### src/rtl/snoop_pkg.sv
// Shared snoop-path types: the ACE CR response fields returned by the snoop controller.
package snoop_pkg;

   typedef struct packed {
      logic was_unique;
      logic is_shared;
      logic pass_dirty;
      logic error;
      logic data_transfer;
   } crresp_t;

endpackage

### src/rtl/snoop_resp_buffer.sv
// Buffers complete snoop results (CR response + cache line) and replays them in order
// on the ACE CR channel and, as DATA_WIDTH beats, on the CD channel.
module snoop_resp_buffer
   import snoop_pkg::*;
#(
   parameter int DEPTH      = 2,
   parameter int LINE_WIDTH = 128,
   parameter int DATA_WIDTH = 64
) (
   input  logic                  clk_i,
   input  logic                  rst_ni,
   input  logic                  req_valid_i,
   output logic                  req_ready_o,
   input  crresp_t               req_resp_i,
   input  logic [LINE_WIDTH-1:0] req_data_i,
   output logic                  cr_valid_o,
   input  logic                  cr_ready_i,
   output crresp_t               cr_resp_o,
   output logic                  cd_valid_o,
   input  logic                  cd_ready_i,
   output logic [DATA_WIDTH-1:0] cd_data_o,
   output logic                  cd_last_o,
   output logic                  busy_o
);

   localparam int BEATS = LINE_WIDTH / DATA_WIDTH;
   localparam int PW    = $clog2(DEPTH);
   localparam int BW    = (BEATS > 1) ? $clog2(BEATS) : 1;

   typedef logic [PW-1:0] ptr_t;
   typedef logic [PW:0]   cnt_t;
   typedef logic [BW-1:0] beat_t;

   typedef struct packed {
      crresp_t               resp;
      logic [LINE_WIDTH-1:0] line;
   } entry_t;

   entry_t           mem_q [DEPTH];
   logic [DEPTH-1:0] cr_pend_q, cd_pend_q;
   ptr_t             wr_ptr_q, cr_ptr_q, cd_ptr_q, rt_ptr_q;
   cnt_t             count_q;
   cnt_t             cd_cnt_q;   // entries the CD side has not yet walked past
   beat_t            beat_q;

   logic enq, cr_hs, cd_hs, cd_last_hs, cd_skip, cd_adv, retire;
   logic cr_done_rt, cd_done_rt, cd_passed_rt;

   assign req_ready_o = (count_q != cnt_t'(DEPTH));
   assign busy_o      = (count_q != '0);
   assign enq         = req_valid_i & req_ready_o;

   assign cr_valid_o = cr_pend_q[cr_ptr_q];
   assign cr_resp_o  = cr_valid_o ? mem_q[cr_ptr_q].resp : '0;
   assign cr_hs      = cr_valid_o & cr_ready_i;

   // A no-data entry is stepped over in one bubble cycle without raising cd_valid_o.
   assign cd_skip    = (cd_cnt_q != '0) & ~mem_q[cd_ptr_q].resp.data_transfer;
   assign cd_valid_o = (cd_cnt_q != '0) & mem_q[cd_ptr_q].resp.data_transfer & cd_pend_q[cd_ptr_q];
   assign cd_last_o  = cd_valid_o & (beat_q == beat_t'(BEATS - 1));
   assign cd_data_o  = cd_valid_o ? mem_q[cd_ptr_q].line[int'(beat_q) * DATA_WIDTH +: DATA_WIDTH] : '0;
   assign cd_hs      = cd_valid_o & cd_ready_i;
   assign cd_last_hs = cd_hs & cd_last_o;
   assign cd_adv     = cd_skip | cd_last_hs;

   // Retire looks at this cycle's handshakes so a drained entry frees its slot one cycle earlier.
   assign cr_done_rt   = ~cr_pend_q[rt_ptr_q] | (cr_hs & (cr_ptr_q == rt_ptr_q));
   assign cd_done_rt   = ~cd_pend_q[rt_ptr_q] | (cd_last_hs & (cd_ptr_q == rt_ptr_q));
   assign cd_passed_rt = (cd_cnt_q != count_q) | (cd_adv & (cd_ptr_q == rt_ptr_q));
   assign retire       = busy_o & cr_done_rt & cd_done_rt & cd_passed_rt;

   // NOTE: sequential state uses non-blocking assignments so every flop samples pre-edge values.
   always_ff @(posedge clk_i or negedge rst_ni) begin
      if (!rst_ni) begin
         wr_ptr_q  <= '0;
         cr_ptr_q  <= '0;
         cd_ptr_q  <= '0;
         rt_ptr_q  <= '0;
         count_q   <= '0;
         cd_cnt_q  <= '0;
         beat_q    <= '0;
         cr_pend_q <= '0;
         cd_pend_q <= '0;
      end else begin
         if (enq) begin
            wr_ptr_q            <= wr_ptr_q + ptr_t'(1);
            cr_pend_q[wr_ptr_q] <= 1'b1;
            cd_pend_q[wr_ptr_q] <= req_resp_i.data_transfer;
         end
         if (cr_hs) begin
            cr_pend_q[cr_ptr_q] <= 1'b0;
            cr_ptr_q            <= cr_ptr_q + ptr_t'(1);
         end
         if (cd_hs) begin
            beat_q <= cd_last_o ? '0 : beat_q + beat_t'(1);
         end
         if (cd_last_hs) begin
            cd_pend_q[cd_ptr_q] <= 1'b0;
         end
         if (cd_adv) begin
            cd_ptr_q <= cd_ptr_q + ptr_t'(1);
         end
         if (retire) begin
            rt_ptr_q <= rt_ptr_q + ptr_t'(1);
         end
         count_q  <= count_q + cnt_t'(enq) - cnt_t'(retire);
         cd_cnt_q <= cd_cnt_q + cnt_t'(enq) - cnt_t'(cd_adv);
      end
   end

   // NOTE: payload storage is deliberately not reset; the pend bits qualify it and outputs are gated.
   always_ff @(posedge clk_i) begin
      if (enq) begin
         mem_q[wr_ptr_q].resp <= req_resp_i;
         if (req_resp_i.data_transfer) begin
            mem_q[wr_ptr_q].line <= req_data_i;
         end
      end
   end

endmodule
### config.mk
export PLATFORM = sky130hd
export DESIGN_NAME = snoop_resp_buffer
export DESIGN_NICKNAME = d
export VERILOG_FILES = /design/src/rtl/snoop_pkg.sv /design/src/rtl/snoop_resp_buffer.sv
export SDC_FILE = /design/constraint.sdc
export NUM_CORES = 1
export LEC_CHECK = 0
export CORE_MARGIN = 1
export CORE_UTILIZATION = 35
export DETAILED_ROUTE_END_ITERATION = 8
export PLACE_DENSITY = 0.57
export SLEW_MARGIN = 20
export SYNTH_ARGS = -nofsm -noshare
export SYNTH_HDL_FRONTEND = slang
export SYNTH_SLANG_ARGS = --single-unit
### constraint.sdc
create_clock -name clk_i -period 11.5 [get_ports clk_i]
set_clock_uncertainty 0.1 [all_clocks]
set_input_delay 2.3 -clock clk_i [delete_from_list [all_inputs] [get_ports clk_i]]
set_output_delay 2.3 -clock clk_i [all_outputs]
set_load 0.05 [all_outputs]
-- Word level (Yosys, flattened, before mapping)
Memories as Yosys holds them, arrays and structs flattened.
Cells that the tools add are included.
Widths: inputs -> output; s select.
- bits in registers: 13
- RAM bits: 266
- input bits: 138
- output and inout port bits: 74
- logic and storage cells: 89
- memories kept: 1
- memories (name ; depth ; width ; rd ports ; clocked after Yosys merged registers in ; write ports ; line ; source):
    mem_q ; 2 ; 133 ; 2 ; 0 ; 1 ; snoop_resp_buffer.sv:39 ; entry_t mem_q [DEPTH];
- $add $sub $neg: 9
- order comparisons: 7
- eq/ne operators: 4
- shift-type cells: 1
- muxes and demuxes: 27
- bitwise logic cells: 26
- reductions and logical operators: 5
- operator list (cell ; count):
    $shiftx 128x8->64 ; 1
    $mux 64 ; 1
    $mux 1 ; 17
    $and 1x1->1 ; 14
    $lt 1x2->1 const B ; 4
    $mux 2 ; 4
    $add 1x1->1 const B ; 5
    $mux 5 ; 1
    $add 2x1->2 ; 2
    $and 2x2->2 ; 2
    $not 2->2 ; 2
    $or 1x1->1 ; 4
    $reduce_bool 2->1 ; 2
    $sub 2x1->2 ; 2
    $demux 1 s1 ; 3
    $ge 1x1->1 const B ; 3
    $logic_and 1x1->1 ; 3
    $not 1->1 ; 3
    $bwmux 2 ; 1
    $eq 1x1->1 ; 2
    $ne 2x2->1 ; 1
    $ne 2x2->1 const B ; 1
    $or 2x2->2 ; 1

-- Longest topological paths before layout
Gate-level depths: netlist of run 1.
- depth after elaboration: 10
- depth in mapped cells: 11
- mapped depth without buffers: 9

-- Worst setup path after synthesis of run 1
OpenSTA, ideal clock, no wires.
- path kind: input port to flip-flop
- start point: input req_valid_i
- end point: memory mem_q[1][0] in the netlist's numbering, enable pin
- library setup time: 0.502 ns
- arrival time: 5.705 ns
- path slack: 5.193 ns
- cell stages on the path: 3
- cell sequence: and3_1 clkbuf_1 and2_1
- longest elaborated chain between the ends: 3
- ends and longest elaborated chain (item ; line ; source):
    start, declared ; snoop_resp_buffer.sv:12 ; input logic req_valid_i,
    $and 1x1->1 ; snoop_resp_buffer.sv:51 ; assign enq = req_valid_i & req_ready_o;
    $mux 1 ; snoop_resp_buffer.sv:113 ; if (enq) begin
    $mux 1 (not written as such) ; snoop_resp_buffer.sv:116 ; mem_q[wr_ptr_q].line <= req_data_i;
    end, declared ; snoop_resp_buffer.sv:39 ;
Every way passes these cells.

-- Final worst setup path of run 1
- start point: register cd_ptr_q
- end point: output cd_data_o[41]
- longest elaborated chain between the ends: 4
- elaborated cells between the ends (all ways): 7
- classes of those cells: 1 x shift; 3 x mux; 2 x bitwise; 1 x memory
- ends and longest elaborated chain (item ; line ; source):
    start, declared ; snoop_resp_buffer.sv:41 ; ptr_t wr_ptr_q, cr_ptr_q, cd_ptr_q, rt_ptr_q;
    start signal, assigned ; snoop_resp_buffer.sv:101 ; cd_ptr_q <= cd_ptr_q + ptr_t'(1);
    parallel branches: the longest is 3 deep, another holds $mem_v2 2x133 ; n/a ;
    $mux 64 * ; snoop_resp_buffer.sv:61 ; assign cd_data_o = cd_valid_o ? mem_q[cd_ptr_q].line[int'(beat_q) * DATA_WIDTH +: DATA_WIDTH] : '0;
    end, declared ; snoop_resp_buffer.sv:21 ; output logic [DATA_WIDTH-1:0] cd_data_o,
Every way passes the cells marked *. The select of a mux whose other input is x is not followed.

==> results of run 1 <==
cells by family after synthesis:
kind of cell / after synthesis / share of synthesized area
compound gates: 20 / 0.0132
simple gates: 97 / 0.0512
fa+ha+maj: 4 / 0.00459
mux: 75 / 0.143
xor+xnor: 10 / 0.00804
buf+inv: 31 / 0.0174
flops: 279 / 0.763
layer usage:
| layer | wire length, um | vias to the layer above | track usage |
|---|---|---|---|
| met3 | 1820 | 30 | 0.0445 |
| met4 | 291 | 2 | 0.0307 |
| met1 | 9550 | 2853 | 0.182 |
| met2 | 11200 | 188 | 0.241 |
| met5 | 13 | - | 0 |
| li1 | - | 2518 | - |
power groups by stage:
stage	registers, W	clock network [W]	logic [W]
2_1_floorplan	0.00135	0	0.000975
3_3_place_gp	0.00144	0	0.00123
3_5_place_dp	0.00146	0	0.00124
4_1_cts	0.00143	0.000998	0.00125
5_1_grt	0.00145	0.00104	0.00131
6_report	0.00142	0.000971	0.00123
final timing paths:
path / from / endpoint / slack, ns
setup / recovery: cd_ptr_q$_DFFE_PN0N_ / cd_data_o[41] / 5.34
hold / removal: wr_ptr_q$_DFFE_PN0P_ / wr_ptr_q$_DFFE_PN0P_ / 0.41
setup reg to reg: count_q[0]$_DFF_PN0_ / mem_q[1][80]$_DFFE_PP_ / 8.15
hold reg to reg: wr_ptr_q$_DFFE_PN0P_ / wr_ptr_q$_DFFE_PN0P_ / 0.41
max in group asynchronous: rst_ni / beat_q$_DFFE_PN0P_ / 8.72
min in group asynchronous: rst_ni / cr_pend_q[1]$_DFF_PN0_ / 2.07
registers in the layout, summed over array words and instances (netlist names):
signal,cells
beat_q,1
mem_q,266
cd_ptr_q,1
count_q,2
cr_ptr_q,1
cd_pend_q,2
rt_ptr_q,1
cr_pend_q,2
cd_cnt_q,2
wr_ptr_q,1
worst register-to-register path: stages (launching register included):
cell	delay (ns)
dfrtp_1	0.46
nand2b_1	0.23
and3_1	0.44
and2_4	0.92
buf_4	0.79
final cells by class:
| class | count | area share |
|---|---|---|
| sequential | 279 | 0.578 |
| clock inverter | 19 | 0.0147 |
| inverter | 6 | 0.00156 |
| multi-input combinational | 206 | 0.167 |
| clock buffer | 34 | 0.0547 |
| tap | 396 | 0.0344 |
| timing repair buffer | 215 | 0.149 |
cell usage in the layout (no fill, tap or decap), drive strengths merged:
cell type | synthesis | routed
and2 | 67 | 67
nand2 | 8 | 8
o22ai | 3 | 3
clkinv | 0 | 13
clkbuf | 6 | 34
xnor2 | 8 | 8
inv | 6 | 6
nor4 | 1 | 1
o211a | 1 | 1
nor2 | 12 | 12
buf | 19 | 4
nand2b | 4 | 4
edfxtp | 266 | 266
clkinvlp | 0 | 1
nand3 | 1 | 1
bufinv | 0 | 5
xor2 | 2 | 2
o211ai | 2 | 2
clkdlybuf4s50 | 0 | 211
a21oi | 6 | 6
dfrtp | 13 | 13
and3 | 1 | 1
mux2 | 2 | 2
a31oi | 2 | 2
o21ai | 4 | 4
nand3b | 2 | 2
mux2i | 9 | 9
mux4 | 64 | 64
a21o | 1 | 1
a221oi | 1 | 1
nor2b | 1 | 1
ha | 4 | 4
stage by stage:
| step | area (um^2) | util |
|---|---|---|
| after floorplan | 10900 | - |
| after global placement | 13400 | 0.438 |
| after detailed placement | 13400 | 0.438 |
| after CTS | 14400 | 0.470 |
| after global routing | 14400 | 0.471 |
| final | 14400 | 0.471 |
==> results.md, run 1 <==
- Placer congestion estimate: 0.753
- Syn nets: 658
- Clock latency on the worst-skew pair: 0.54 ns
- Final Setup Violations: 0
- Ys Warns: 0
- CTS Buf Count: 30
- Die X-Extent: 178 um
- Total Wirelength: 22900 um
- Total power: 0.00362 W
- P&R area growth vs syn: 32.0%
- CP max-delay cell: dfrtp_4
- Placed cell count: 1102
- Post-CTS Hold Fix Bufs: 0
- Hold crit path type: register to register
- Post-CTS setup buffer count: 0
- RSZ-0062 raised after global routing: no
- Vias in the first global route: 6141
- Switching share of power: 0.333
- Worst setup EP type: output port
- Core ar.: 30600 um^2
- Dpl hpwl: 14200 um
- Library cells used by synthesis: 35
- Buf/Inv on CP: 2
- Commonest cells in the synthesized netlist: edfxtp_1 (266), and2_1 (67), mux4_2 (64)
- Largest net degree at the start of global routing: 83
- Clock buffer depth: 3
- Fin cells: 1155
- Async S/R FF share, synth: 0.0466
- Hold Path Depth: 2
- Layout cells sized above 1: 0.157
- CP Max Fanout: 49
- Clock power frac: 0.268
- DRC: 0
- WL/cell: 19.8 um
- Tmin final: 6.16 ns
- Nets@finish: 880
- GRT overflow: 0
- First-pass GRT wire length: 34400 um
- Fin Setup TNS: 0 ns
- CP top delay family: buffers and inverters
- Sink Count: 279
- Setup WS post-layout: 5.34 ns
- Peak supply drop: 0.127 mV
- Final Max Tran Viols: 0
- Cell Area, Synth: 10900 um^2
- Largest area contributor in the netlist: edfxtp_1
- Clock root cell: clkbuf_16
- I/O pins: 212
- Seq pwr share: 0.393
- CP Class: register to output port
- Initial antenna violation count: 1
- Clk slew on worst S/H paths: 0.06 ns
- Gr usage total: 0.143
- Post-Syn Area per Cell: 21.1 um^2
- DIE HEIGHT: 178 um
- Power Internal: 0.00242 W
- Area contributors post-synth: edfxtp_1 (73%), mux4_2 (13%), and2_1 (3.8%), dfrtp_1 (3.0%), mux2i_1 (0.83%)
- Power Dens Cells: 252 nW/um^2
- CP Cell Sequence: nand3_1, a21oi_4, buf_4, and2_1, clkdlybuf4s50_1
- Relative slew slack: 0.298
- Ys flop type: edfxtp_1
- TritonCTS clock tree: built
- Worst slew pin tran: 1.05 ns
- Post-CTS sizing: 0
- Reg area: 8320 um^2
- Logic pwr share: 0.339
- Fmax: 162 MHz
- Final Hold Viols: 0
- Antenna Nets Post-Route: 0
- Routed vias/inst: 4.84
- Post-synthesis register bit count: 279
- P_sw: 0.00121 W
- Data required, critical path: 9.10 ns
- Post-Place Setup Slack: 5.75 ns
- # fillers: 2607
- Site Rows: 64
- Final cycle utilization of the critical path: 0.535
- DR pass1 iterations: 4
- Post-Synthesis Cells: 516
- Most frequent cell after synthesis: edfxtp_1
- Htree depth: 1
- Post-synth EDFFs: 266
- Iter 0 DRT Violations: 332
- WP data arrival: 3.76 ns
- Initial Utilization: 0.356
- Run status: finished, final reports clean
- Sequential-to-total area share from yosys stat: 0.763
- Via count: 5591
- Max-cap viol count: 0
- PortBufs: 211
- Die area: 31900 um^2
- Diodes inserted: 0
- Critical path depth: 5
- Post-synth top area share: 0.733
- Area of the multi-input gates: 2410 um^2
- Worst reg2reg path depth: 4
- Static Leak: 4.76 nW
- Fin Hold WS: 0.411 ns
- Crit path launch type: register
- CP max stage delay: 0.82 ns
Note: power is estimated with default switching activity, not from simulation.
==> run 2, diff against run 1 <==
==> constraint.sdc (replaced) <==
create_clock -name clk_i -period 6.36 [get_ports clk_i]
set_clock_uncertainty 0.1 [all_clocks]
set_input_delay 1.272 -clock clk_i [delete_from_list [all_inputs] [get_ports clk_i]]
set_output_delay 1.272 -clock clk_i [all_outputs]
set_load 0.05 [all_outputs]
==> results.md, run 2 (synthesized netlist as in run 1, its figures left out) <==
- Clk slew on worst S/H paths: 0.06 ns (about the same)
- Gr usage total: 0.143 (-0.000334)
- P&R area growth vs syn: 31.6%
- Hold crit path type: register to register
- Relative slew slack: 0.286 (-0.0117)
- Total power: 0.00640 W (+77%)
- Clock root cell: clkbuf_16
- CP max stage delay: 0.69 ns (-0.13 ns)
- CP Max Fanout: 33 (-33%)
- Most frequent cells in the layout: edfxtp_1 (266), clkdlybuf4s50_1 (211), and2_1 (65), mux4_2 (64), clkbuf_16 (31)
- Routed vias/inst: 4.85 (+0.11%)
- TritonCTS clock tree: built
- Iter 0 DRT Violations: 292 (-12%)
- Commonest non-fill, non-tap cell in the layout: edfxtp_1
- Final Max Tran Viols: 0 (unchanged)
- Peak supply drop: 0.261 mV (+110%)
- Final Setup Violations: 0 (unchanged)
- Die X-Extent: 178 um (unchanged)
- DIE HEIGHT: 178 um (unchanged)
- Post-CTS Hold Fix Bufs: 0 (unchanged)
- Post-CTS setup buffer count: 0 (unchanged)
- Clock latency on the worst-skew pair: 0.54 ns (about the same)
- Static Leak: 4.73 nW (-0.54%)
- Initial antenna violation count: 2 (+1)
- Largest register FFs: 266 (unchanged)
- Dpl hpwl: 14400 um (+1.1%)
- Crit path launch type: register
- Vias in the first global route: 6158 (+0.28%)
- Antenna Nets Post-Route: 0 (unchanged)
- Die area: 31900 um^2 (unchanged)
- CP Class: register to output port
- DRC: 0 (unchanged)
- First-pass GRT wire length: 34700 um (+0.80%)
- # fillers: 2569 (-1.5%)
- Fmax: 208 MHz
- CP Cell Sequence: buf_16, buf_4, mux4_2, and2_1, clkdlybuf4s50_1
- Max-cap viol count: 0 (unchanged)
- Final cycle utilization of the critical path: 0.757
- GRT overflow: 0 (unchanged)
- Fin Hold WS: 0.411 ns (-0.000154 ns)
- DR pass1 iterations: 5 (+1)
- Largest net degree at the start of global routing: 71 (-14%)
- Post-CTS sizing: 0 (unchanged)
- Htree depth: 1 (unchanged)
- Via count: 5602 (+0.20%)
- Site Rows: 64 (unchanged)
- PortBufs: 211 (unchanged)
- CP max-delay cell: dfrtp_4
- Power Dens Cells: 446 nW/um^2 (+77%)
- Buf/Inv on CP: 3 (+1)
- Total Wirelength: 22700 um (-0.78%)
- Initial Utilization: 0.356 (unchanged)
- RSZ-0062 raised after global routing: no
- Worst slew pin tran: 1.07 ns (+0.0176 ns)
- CP top delay family: buffers and inverters
- Diodes inserted: 0 (unchanged)
- Fin Setup TNS: 0 ns (unchanged)
- Data required, critical path: 4.99 ns (-4.11 ns)
- Clock buffer depth: 3 (unchanged)
- CTS Buf Count: 30 (unchanged)
- Layout cells sized above 1: 0.157 (-0.000206)
- Final Hold Viols: 0 (unchanged)
- Sink Count: 279 (unchanged)
- WP data arrival: 3.44 ns (-0.32 ns)
- Run status: finished, final reports clean
- Biggest register: mem_q
- Tmin final: 4.82 ns
- Placer congestion estimate: 0.722 (-4.1%)
- Nets@finish: 882 (+0.23%)
- Core ar.: 30600 um^2 (unchanged)
- I/O pins: 212 (unchanged)
- WL/cell: 19.6 um (-0.87%)
- Worst setup EP type: output port
run 2: cell types whose count changed in the layout (fill, tap and decap cells not counted):
| cell | change |
|---|---|
| buf_16 | +1 |
| bufinv_16 | -4 |
| clkinv_2 | +2 |
| buf_6 | -1 |
| clkinv_1 | -4 |
| buf_12 | +2 |
| clkbuf_1 | +5 |
run 2: power by group:
part	switching [W]	leakage, nW	internal (W)
clock network	0.000660	0.437	0.000922
registers	0.000250	2.58	0.00231
logic	0.00125	1.71	0.00101
total	0.00216	4.73	0.00424
run 2: cell type report:
type / count / area (um^2) / area share
inverters: 6 / 22.5 / 0.00157
multi-input cells: 206 / 2410 / 0.168
well taps: 396 / 495 / 0.0345
clock inverters: 13 / 86.3 / 0.00602
repair buffers: 217 / 2200 / 0.154
flip-flops and latches: 279 / 8320 / 0.580
clock buffers: 39 / 806 / 0.0562
run 2: metrics by stage:
| step | worst slack, ns | instances | util | instance area (um^2) |
|---|---|---|---|---|
| after floorplan | 1.08 | 516 | - | 10900 |
| final | 1.54 | 1156 | 0.469 | 14300 |
| after global routing | 1.26 | 1156 | 0.469 | 14300 |
| after detailed placement | 1.72 | 1103 | 0.439 | 13400 |
| after global placement | 1.76 | 1103 | 0.439 | 13400 |
| after CTS | 1.13 | 1155 | 0.468 | 14300 |
run 2: path summary, 6_finish.rpt:
path,slack [ns],endpoint,cells after the start,start
max,1.54,cd_data_o[54],5,cd_ptr_q$_DFFE_PN0N_
min,0.41,wr_ptr_q$_DFFE_PN0P_,2,wr_ptr_q$_DFFE_PN0P_
max reg2reg,3.41,count_q[1]$_DFF_PN0_,9,beat_q$_DFFE_PN0P_
min reg2reg,0.41,wr_ptr_q$_DFFE_PN0P_,2,wr_ptr_q$_DFFE_PN0P_
max in group asynchronous,4.66,cd_ptr_q$_DFFE_PN0N_,1,rst_ni
min in group asynchronous,1.03,cr_pend_q[0]$_DFF_PN0_,1,rst_ni
run 2: routing by layer:
layer | global-route usage | part of all wire
met5 | 0 | 0.00053
met4 | 0.0339 | 0.018
met1 | 0.192 | 0.42
met2 | 0.231 | 0.49
met3 | 0.0390 | 0.074
run 2: worst reg2reg max path, stage by stage, from the launching register on:
cell and delay, ns:
dfrtp_4 1.13, o211ai_2 0.34, o22ai_2 0.37, a21oi_1 0.10, nor2_1 0.11, ha_1 0.23
inv_1 0.05, ha_1 0.14, xnor2_1 0.13, xnor2_1 0.15
